==> src/rtl/rcb_spi_master.sv <==
// ---------------------------------------------------------------------------
// rcb_spi_master
//
// Purpose:
//   SPI master (mode 0, MSB first) that issues one 40-bit register frame per
//   request to the RCB SPI slave port. Frame word is
//   {req_rd, req_addr[6:0], req_wdata[31:0]}, with bit 39 sent first. The
//   miso bits captured during the last 32 sclk periods are returned on
//   rsp_rdata together with a one-cycle rsp_valid pulse when the frame ends.
//
// Parameters:
//   CLK_DIV : clk_100m cycles per sclk half-period (4..255, 50 -> 1 MHz)
//   CS_GAP  : clk_100m cycles cs_n is held high after a frame (1..255)
//
// Ports:
//   clk_100m   in   system clock
//   rst_n      in   synchronous active-low reset
//   req_valid  in   request present
//   req_ready  out  request accepted this cycle when req_valid is also high
//   req_rd     in   1 = read, 0 = write (transmitted as frame bit 39)
//   req_addr   in   7-bit register address
//   req_wdata  in   32-bit write data (shifted out for reads as well)
//   rsp_valid  out  one-cycle pulse at frame completion
//   rsp_rdata  out  miso data of the 32 data bits, held until next pulse
//   busy       out  inverse of req_ready
//   sclk       out  SPI clock, idle low
//   cs_n       out  SPI chip select, active low
//   mosi       out  SPI master out
//   miso       in   SPI master in, asynchronous to clk_100m
// ---------------------------------------------------------------------------
module rcb_spi_master #(
  parameter int unsigned CLK_DIV = 50,
  parameter int unsigned CS_GAP  = 8
) (
  input  logic        clk_100m,
  input  logic        rst_n,
  input  logic        req_valid,
  output logic        req_ready,
  input  logic        req_rd,
  input  logic [6:0]  req_addr,
  input  logic [31:0] req_wdata,
  output logic        rsp_valid,
  output logic [31:0] rsp_rdata,
  output logic        busy,
  output logic        sclk,
  output logic        cs_n,
  output logic        mosi,
  input  logic        miso
);

  typedef enum logic [2:0] {
    ST_IDLE  = 3'd0,
    ST_SETUP = 3'd1,
    ST_SHIFT = 3'd2,
    ST_HOLD  = 3'd3,
    ST_GAP   = 3'd4
  } state_t;

  localparam logic [7:0] DIV_RELOAD = 8'(CLK_DIV - 1);
  localparam logic [7:0] GAP_RELOAD = 8'(CS_GAP - 1);
  localparam logic [5:0] FRAME_BITS = 6'd40;

  state_t      r_state;
  logic [7:0]  r_div_cnt;   // phase length counter, also times the GAP state
  logic [5:0]  r_bit_cnt;   // falling edges still to come in this frame
  // Bits 38..0 of the frame still to be sent. Bit 39 goes straight to mosi
  // at accept, so it never needs to be stored here.
  logic [38:0] r_shift;
  // Only the last 32 captured bits (the data phase) are ever reported, so the
  // 8 command-phase bits simply fall off the top of this register.
  logic [31:0] r_cap;
  logic        r_miso_s1;
  logic        r_miso_s2;
  logic        r_req_ready;
  logic        r_busy;
  logic        r_rsp_valid;
  logic [31:0] r_rsp_rdata;
  logic        r_sclk;
  logic        r_cs_n;
  logic        r_mosi;

  // Two-flop synchronizer bringing miso into the clk_100m domain.
  always_ff @(posedge clk_100m) begin
    if (!rst_n) begin
      r_miso_s1 <= 1'b0;
      r_miso_s2 <= 1'b0;
    end else begin
      r_miso_s1 <= miso;
      r_miso_s2 <= r_miso_s1;
    end
  end

  // Frame sequencer: state, counters, shift/capture registers and all outputs.
  always_ff @(posedge clk_100m) begin
    if (!rst_n) begin
      r_state     <= ST_IDLE;
      r_div_cnt   <= 8'd0;
      r_bit_cnt   <= 6'd0;
      r_shift     <= 39'd0;
      r_cap       <= 32'd0;
      r_req_ready <= 1'b1;
      r_busy      <= 1'b0;
      r_rsp_valid <= 1'b0;
      r_rsp_rdata <= 32'd0;
      r_sclk      <= 1'b0;
      r_cs_n      <= 1'b1;
      r_mosi      <= 1'b0;
    end else begin
      // rsp_valid is a single-cycle pulse; only the HOLD exit raises it.
      r_rsp_valid <= 1'b0;

      case (r_state)
        ST_IDLE: begin
          r_sclk <= 1'b0;
          r_cs_n <= 1'b1;
          // req_ready is always high in IDLE, so req_valid alone is an accept.
          if (req_valid) begin
            r_shift     <= {req_addr, req_wdata};
            r_mosi      <= req_rd;
            r_cs_n      <= 1'b0;
            r_req_ready <= 1'b0;
            r_busy      <= 1'b1;
            r_div_cnt   <= DIV_RELOAD;
            r_bit_cnt   <= FRAME_BITS;
            r_state     <= ST_SETUP;
          end else begin
            r_state <= ST_IDLE;
          end
        end

        ST_SETUP: begin
          if (r_div_cnt == 8'd0) begin
            r_sclk    <= 1'b1;
            r_div_cnt <= DIV_RELOAD;
            r_state   <= ST_SHIFT;
          end else begin
            r_div_cnt <= r_div_cnt - 8'd1;
          end
        end

        ST_SHIFT: begin
          if (r_div_cnt != 8'd0) begin
            r_div_cnt <= r_div_cnt - 8'd1;
          end else if (r_sclk) begin
            // Last cycle of the high phase: sample miso, then drop sclk.
            r_cap     <= {r_cap[30:0], r_miso_s2};
            r_sclk    <= 1'b0;
            r_div_cnt <= DIV_RELOAD;
            r_bit_cnt <= r_bit_cnt - 6'd1;
            // The 40th falling edge has no next bit to present.
            if (r_bit_cnt != 6'd1) begin
              r_mosi  <= r_shift[38];
              r_shift <= {r_shift[37:0], 1'b0};
            end else begin
              r_mosi  <= r_mosi;
            end
          end else begin
            // End of a low phase: either start the next period or finish.
            r_div_cnt <= DIV_RELOAD;
            if (r_bit_cnt == 6'd0) begin
              r_state <= ST_HOLD;
            end else begin
              r_sclk <= 1'b1;
            end
          end
        end

        ST_HOLD: begin
          if (r_div_cnt == 8'd0) begin
            r_cs_n      <= 1'b1;
            r_rsp_valid <= 1'b1;
            r_rsp_rdata <= r_cap;
            r_div_cnt   <= GAP_RELOAD;
            r_state     <= ST_GAP;
          end else begin
            r_div_cnt <= r_div_cnt - 8'd1;
          end
        end

        ST_GAP: begin
          if (r_div_cnt == 8'd0) begin
            r_req_ready <= 1'b1;
            r_busy      <= 1'b0;
            r_state     <= ST_IDLE;
          end else begin
            r_div_cnt <= r_div_cnt - 8'd1;
          end
        end

        default: begin
          r_state     <= ST_IDLE;
          r_div_cnt   <= 8'd0;
          r_bit_cnt   <= 6'd0;
          r_req_ready <= 1'b1;
          r_busy      <= 1'b0;
          r_sclk      <= 1'b0;
          r_cs_n      <= 1'b1;
        end
      endcase
    end
  end

  assign req_ready = r_req_ready;
  assign busy      = r_busy;
  assign rsp_valid = r_rsp_valid;
  assign rsp_rdata = r_rsp_rdata;
  assign sclk      = r_sclk;
  assign cs_n      = r_cs_n;
  assign mosi      = r_mosi;

endmodule

==> config.mk <==
export PLATFORM = sky130hd
export DESIGN_NAME = rcb_spi_master
export DESIGN_NICKNAME = d
export VERILOG_FILES = /design/src/rtl/rcb_spi_master.sv
export SDC_FILE = /design/constraint.sdc
export NUM_CORES = 1
export LEC_CHECK = 0
export CAP_MARGIN = 0
export CORE_MARGIN = 2
export CORE_UTILIZATION = 51
export DETAILED_ROUTE_END_ITERATION = 6
export DONT_BUFFER_PORTS = 1
export PLACE_DENSITY = 0.66
export SYNTH_ARGS = -nofsm -noshare
export SYNTH_HDL_FRONTEND = slang
export SYNTH_SLANG_ARGS = --single-unit
==> constraint.sdc <==
create_clock -name clk_100m -period 5.7 [get_ports clk_100m]
set_clock_uncertainty 0.15 [all_clocks]
set_input_delay 1.14 -clock clk_100m [delete_from_list [all_inputs] [get_ports clk_100m]]
set_output_delay 1.14 -clock clk_100m [all_outputs]
set_load 0.02 [all_outputs]
==> impl_metrics.csv, run 1 <==
group,metric,value,unit
detailed_routing,wl_met3,831,microns
global_route,grt_pass1_wl,20600,microns
critical_path,max_stage_delay,0.95,ns
detailed_routing,wl_per_cell,15.5,microns
pwr,swShare,34.1,%
clock_network,htreeDepth,4,
critical_path,path_max_fanout,43,
critical_path,cpMaxStageDelayCell,"and2_2",
critical_path,crit_arrival,3.45,ns
detailed_routing,post-route-drc-count,0,
clock_network,cts_setup_buffers,0,
pwr,p_per_area,455,nW/um^2
logic_synthesis,synth_seq_area_share,45.2,%
clock_network,insertion_delay,0.52,ns
sta,hold_violations,0,
logic_synthesis,postSynthNetCount,738,
sta,max_freq,0.306,GHz
placement,io_buffers,0,
placement,dp_slack,2.29,ns
clock_network,clockRootBuffer,"clkbuf_8",
die,dieHeight,109,microns
pwr,p_leak,0.00211,uW
critical_path,end_kind,"flop",
detailed_routing,top_layer,"met4",
detailed_routing,vias,4704,
logic_synthesis,ys_ff_latch,128,
global_route,grt_pass1_vias,4488,
pwr,pwr-share-clk,35.5,%
logic_synthesis,synthCells,690,
sta,timing.final.crit_period,3.27,ns
clock_network,cts_tree,"yes",
die,die-area,12000,sq um
clock_network,path_clk_slew,0.06,ns
pwr,p_sw,962,uW
cells_and_area,drive_gt1_share,12.2,%
critical_path,cp_cell_sequence,"or3b_1, buf_4, a31o_1, buf_4, and2_2, a311oi_2",
global_route,antenna_found_initial,0,
logic_synthesis,synth_edf_count,0,
pwr,ir_drop,0.286,mV
pwr,seqPwrFrac,39.9,%
run,maxCapViolations,0,
sta,fin_setup_tns,0,ns
logic_synthesis,synth_area,5670,sq um
pwr,p_total,2820,uW
detailed_routing,wl,12600,microns
clock_network,clockBufferDepth,2,
critical_path,cpMostUsedCell,"buf_4",
die,coreArea,10800,sq um
sta,rsz0062_at_grt,"no",
clock_network,cts_buffers,17,
clock_network,ctsResizeCount,0,
detailed_routing,ant_nets,0,
worst_hold_path,hold_class,"flop to flop",
pwr,pwr-share-comb,24.6,%
sta,max_slew_margin,15.6,%
critical_path,cp_num_buf_inv,2,
global_route,grt_max_degree,68,
logic_synthesis,ys_warn_count,0,
critical_path,cp-start-kind,"flop",
cells_and_area,fin_nets,706,
sta,setup_viol,0,
critical_path,crit_required,5.88,ns
cells_and_area,diodes,0,
clock_network,holdBufCountCts,0,
placement,globalplace.congestion,0.868,
logic_synthesis,synth-main-ff-cell,"dfxtp_1",
die,die_w,109,microns
die,rows,38,
pwr,internal-power,1860,uW
detailed_routing,drt_iter0_drc,342,
sta,report.final.slew_viol_count,0,
sta,tightest_slew,1.25,ns
detailed_routing,viasPerCell,5.80,
die,ios,82,
logic_synthesis,async_flop_share,0,%
cells_and_area,stdcell_area,6200,sq um
detailed_routing,wl_met1,5620,microns
sta,finalCritPeriodShare,57.4,%
detailed_routing,wl_met2,6020,microns
status,status,"completed",
critical_path,critPathTopFamily,"simple AND/OR/NAND/NOR gates",
detailed_routing,first_pass_iters,4,
placement,dp_hpwl,7860,microns
logic_synthesis,synth_cell_types,57,
global_route,overflow,0,
die,initial_core_util,52.3,%
clock_network,cts.sinks,128,
cells_and_area,syn_to_final_growth,9.39,%
placement,placed_area,5650,sq um
logic_synthesis,avgSynthCellArea,8.21,sq um
sta,fin_ws,2.43,ns
global_route,groute.usage.overall,21.7,%
critical_path,worstSetupPathType,"flop to flop",
## Yosys cell counts, types with 4 or more instances
| library cell | instances | share of area [%] |
|---|---|---|
| a311oi_2 | 33 | 8.7 |
| nor3b_1 | 4 | 0.53 |
| a21o_1 | 4 | 0.53 |
| or4_1 | 5 | 0.66 |
| a21oi_1 | 118 | 10 |
| nand2_1 | 216 | 14 |
| nor2_1 | 12 | 0.79 |
| ha_1 | 4 | 0.88 |
| buf_6 | 4 | 0.79 |
| clkbuf_1 | 38 | 2.5 |
| buf_2 | 15 | 1.3 |
| a311oi_1 | 7 | 1.1 |
| inv_1 | 6 | 0.40 |
| nor3_1 | 9 | 0.79 |
| dfxtp_1 | 128 | 45 |
| o21ai_0 | 13 | 1.1 |
| nand4_1 | 4 | 0.44 |
| nand3_1 | 8 | 0.71 |
## cell usage in the layout, fill, tap and decap left out, types with 3 or more instances in the layout
cell type and n:
a21o_1 4, a21oi_1 118, a311oi_1 7, a311oi_2 32, a31oi_1 3, buf_4 9, clkbuf_16 16, clkinv_2 3
clkinvlp_4 6, dfxtp_1 128, ha_1 4, inv_1 6, inv_6 3, nand2_1 216, nand2b_1 3, nand3_1 8
nand4_1 4, nor2_1 12, nor3_1 9, nor3b_1 3, nor4_1 3, o21ai_0 13, o31a_1 3, o31ai_1 3
o41ai_1 3, or3_1 3, or4_1 5, xnor2_1 3
## cell families after synthesis
family,count (synthesis),synth area share [%]
fa+ha+maj,4,0.883
simple gates,282,21.4
xor+xnor,4,0.618
buf+inv,67,5.43
compound gates,205,26.4
flops,128,45.2
## cell type report
| type | count | area [sq um] |
|---|---|---|
| Fill cell | 980 | 4640 |
| Multi-Input combinational cell | 495 | 2810 |
| Sequential cell | 128 | 2560 |
| Clock buffer | 17 | 414 |
| Tap cell | 140 | 175 |
| Clock inverter | 15 | 136 |
| Timing Repair Buffer | 9 | 67.6 |
| Inverter | 7 | 28.8 |
## power by group through the flow
stage                     Clock, uW  Sequential, uW  Combinational, uW
after floorplan                   0            1100                602
after global placement            0            1130                664
after detailed placement          0            1140                688
after CTS                      1020            1120                691
after global routing           1060            1140                765
final                          1000            1120                694
## layer usage
layer	track usage, %	vias to the layer above
met5	0	-
met4	7.32	0
met3	7.11	10
met2	34.9	136
met1	27.5	2196
li1	-	2362
## flip-flops by register name, indices dropped and copies added, names as in the netlist, 3 cells and up
signal and flops:
r_shift 39, r_div_cnt 8, r_cap 32, r_bit_cnt 6
rsp_rdata 32, r_state 3
## final timing paths
| check | from | end | slack [ns] | cells past startpoint |
|---|---|---|---|---|
| worst max-delay path | r_state[2]$_SDFFE_PN0P_ | r_shift[4]$_SDFFE_PN0P_ | 2.43 | 6 |
| worst min-delay path | r_miso_s1$_SDFF_PN0_ | r_miso_s2$_SDFF_PN0_ | 0.29 | 1 |
| worst max register to register | r_state[2]$_SDFFE_PN0P_ | r_shift[4]$_SDFFE_PN0P_ | 2.43 | 6 |
| worst min register to register | r_miso_s1$_SDFF_PN0_ | r_miso_s2$_SDFF_PN0_ | 0.29 | 1 |
## stage by stage
stage	std cells	util, %	hold slack [ns]
2_1_floorplan	690	-	0.262
3_3_place_gp	779	52.1	0.268
3_5_place_dp	779	52.1	0.275
4_1_cts	811	57.2	0.290
5_1_grt	811	57.2	0.328
6_report	811	57.2	0.286
## worst register-to-register path, delay by kind of cell (launching register included)
kind / cells / cell delay [ns]
flip-flops: 1 / 0.70
buffers and inverters: 2 / 0.71
AND/OR/NAND/NOR: 2 / 1.15
AO/OA/AOI/OAI: 2 / 0.38
Power figures use the tool's default switching activity.
==> run 2: changes to the inputs <==
ABC_AREA = 1   (was unset)
clock period = 3.4 ns   (was 5.7 ns; I/O delays follow)
==> run 2 against run 1 <==
Net effect:
- final area fell by 2.8%
- highest routed layer unchanged
- critical endpoint is now r_shift[19]$_SDFFE_PN0P_
- largest power group unchanged
- critical path depth rose by 5
- die area fell by 4.1%
==> impl_metrics.csv, run 2 <==
group,metric,value,unit
logic_synthesis,synth_top_cell_area_share,47.2,%
clock_network,insertion_delay,0.52,ns
sta,report.final.slew_viol_count,0,
clock_network,ctsResizeCount,0,
detailed_routing,first_pass_iters,5,
die,initial_core_util,52.6,%
logic_synthesis,ys_top_cells_by_count,"237 x nor2_1, 176 x nand2_1, 128 x dfxtp_1, 117 x o21ai_0, 26 x inv_1",
clock_network,holdBufCountCts,0,
die,die-area,11500,sq um
logic_synthesis,ys_warn_count,0,
critical_path,cp-start-kind,"flop",
placement,dp_slack,0.883,ns
global_route,grt_pass1_wl,19900,microns
detailed_routing,vias,4818,
logic_synthesis,ys_ff_latch,128,
global_route,overflow,0,
pwr,p_per_area,966,nW/um^2
placement,dp_cells,894,
logic_synthesis,synth_edf_count,0,
sta,fin_setup_tns,0,ns
logic_synthesis,synth_seq_area_share,47.2,%
critical_path,timing.rr.start,"r_state[0]$_SDFFE_PN0P_",
worst_hold_path,hold_depth,2,
die,rows,37,
global_route,groute.usage.overall,21.6,%
pwr,ir_drop,0.377,mV
worst_hold_path,hold_class,"input port to flop",
sta,fin_ws,0.905,ns
critical_path,end_kind,"flop",
clock_network,cts_tree,"yes",
die,dieHeight,107,microns
global_route,grt_max_degree,114,
logic_synthesis,synth_most_common_cell,"nor2_1",
logic_synthesis,synth_cell_types,24,
pwr,p_leak,0.00262,uW
detailed_routing,viasPerCell,5.20,
critical_path,path_max_fanout,25,
logic_synthesis,synthTopCellsByArea,"dfxtp_1 47%, nor2_1 16%, nand2_1 12%",
cells_and_area,final_cell_mix,"237 x nor2_1, 176 x nand2_1, 128 x dfxtp_1",
sta,finalCritPeriodShare,73.4,%
critical_path,worstSetupPathType,"flop to flop",
clock_network,clockRootBuffer,"clkbuf_8",
critical_path,reg2reg_to,"r_shift[19]$_SDFFE_PN0P_",
worst_hold_path,holdPathEnd,"r_cap[7]$_SDFFE_PN0P_",
placement,dp_hpwl,7760,microns
logic_synthesis,synth_area,5430,sq um
sta,max_freq,0.401,GHz
cells_and_area,final_common_cell,"nor2_1",
clock_network,clockBufferDepth,2,
detailed_routing,wl,12000,microns
detailed_routing,drt_iter0_drc,343,
sta,rsz0062_at_grt,"no",
logic_synthesis,synthCells,794,
logic_synthesis,postSynthNetCount,842,
detailed_routing,wl_per_cell,13.0,microns
sta,max_slew_margin,32.7,%
cells_and_area,stdcell_area,6020,sq um
global_route,antenna_found_initial,0,
clock_network,cts.sinks,128,
cells_and_area,drive_gt1_share,6.46,%
logic_synthesis,async_flop_share,0,%
cells_and_area,diodes,0,
detailed_routing,post-route-drc-count,0,
sta,tightest_slew,1.01,ns
die,ios,82,
worst_hold_path,hold_start,"rst_n",
die,die_w,107,microns
clock_network,cts_buffers,17,
placement,io_buffers,0,
clock_network,path_clk_slew,0.06,ns
critical_path,crit_arrival,2.75,ns
global_route,grt_pass1_vias,4402,
run,maxCapViolations,0,
cells_and_area,fin_nets,825,
logic_synthesis,avgSynthCellArea,6.83,sq um
cells_and_area,final_cells,926,
cells_and_area,largest_register_ffs,39,
logic_synthesis,yosys.area.top_type,"dfxtp_1",
cells_and_area,largest-register,"r_shift",
critical_path,r2r_cells,11,
sta,hold_violations,0,
detailed_routing,ant_nets,0,
clock_network,htreeDepth,4,
placement,placed_area,5450,sq um
logic_synthesis,synth-main-ff-cell,"dfxtp_1",
status,status,"completed",
die,coreArea,10300,sq um
clock_network,cts_setup_buffers,0,
sta,timing.final.crit_period,2.50,ns
sta,setup_viol,0,
critical_path,r2r_slack,0.90,ns
critical_path,crit_required,3.65,ns
cells_and_area,syn_to_final_growth,11.0,%
placement,globalplace.congestion,0.886,
[run 2: cell count changes after synthesis, moves of 9 or more]
cell | before | now
o21ai_0 | 13 | 117
nor2_1 | 12 | 237
nor3_1 | 9 | 0
inv_1 | 6 | 26
a21oi_1 | 118 | 16
clkbuf_1 | 38 | 19
a311oi_2 | 33 | 0
nand2_1 | 216 | 176
nand3_1 | 8 | 20
[run 2: cells by family (layout without fill, tap and decap cells)]
logic type               after synthesis  after routing  share of synthesized area (%)
adder cells (fa/ha/maj)                4              4                          0.923
buffers and inverters                 72             68                           5.63
AND/OR/NAND/NOR                      448            448                           32.6
XOR/XNOR                               7              7                           1.13
AO/OA/AOI/OAI                        135            135                           12.5
flip-flops                           128            128                           47.2
[run 2: how the worst max path moves through the flow]
stage | from | end | slack [ns]
global placement | r_state[2]$_SDFFE_PN0P_ | r_shift[19]$_SDFFE_PN0P_ | 1.04
detailed placement | r_state[0]$_SDFFE_PN0P_ | r_shift[19]$_SDFFE_PN0P_ | 0.88
floorplan | r_div_cnt[0]$_SDFFE_PN0P_ | r_bit_cnt[0]$_SDFFE_PN0P_ | 1.69
finish | r_state[0]$_SDFFE_PN0P_ | r_shift[19]$_SDFFE_PN0P_ | 0.90
global route | r_state[0]$_SDFFE_PN0P_ | r_shift[22]$_SDFFE_PN0P_ | 0.69
CTS | r_state[0]$_SDFFE_PN0P_ | r_shift[19]$_SDFFE_PN0P_ | 0.89
[run 2: layout make-up]
class,count,area (sq um)
multi-input cells,594,2560
flip-flops and latches,128,2560
well taps,136,170
repair buffers,7,52.6
inverters,29,109
clock inverters,14,155
clock buffers,18,418
fillers,971,4300
[run 2: layer usage]
layer	part of all wire, %	GRT usage (%)
met1	45	26.3
met2	48	35.6
met5	0	0
met3	5.4	5.47
met4	1.5	10.1
[run 2: critical path, cell delays in order, from the launching register on]
cell,delay (ns)
dfxtp_1,0.39
nor2_2,0.08
nand2_1,0.08
buf_4,0.25
inv_1,0.08
nand2_1,0.07
nand2_2,0.09
nor2_1,0.15
nand2_1,0.42
buf_4,0.36
o21ai_0,0.19
nor2_1,0.06
[run 2: metrics by stage]
step	hold WS [ns]	power (uW)	util, %
4_1_cts	0.0973	5860	58.4
2_1_floorplan	0.240	3750	-
3_5_place_dp	0.270	4100	52.8
5_1_grt	0.114	6260	58.4
6_report	0.147	5820	58.4
3_3_place_gp	0.270	4040	52.8
[run 2: power by group]
group,leakage (uW),total [uW],switching [uW],internal (uW)
clock network,0.000277,1740,690,1050
logic,0.00130,1890,1250,635
registers,0.00105,2190,297,1900
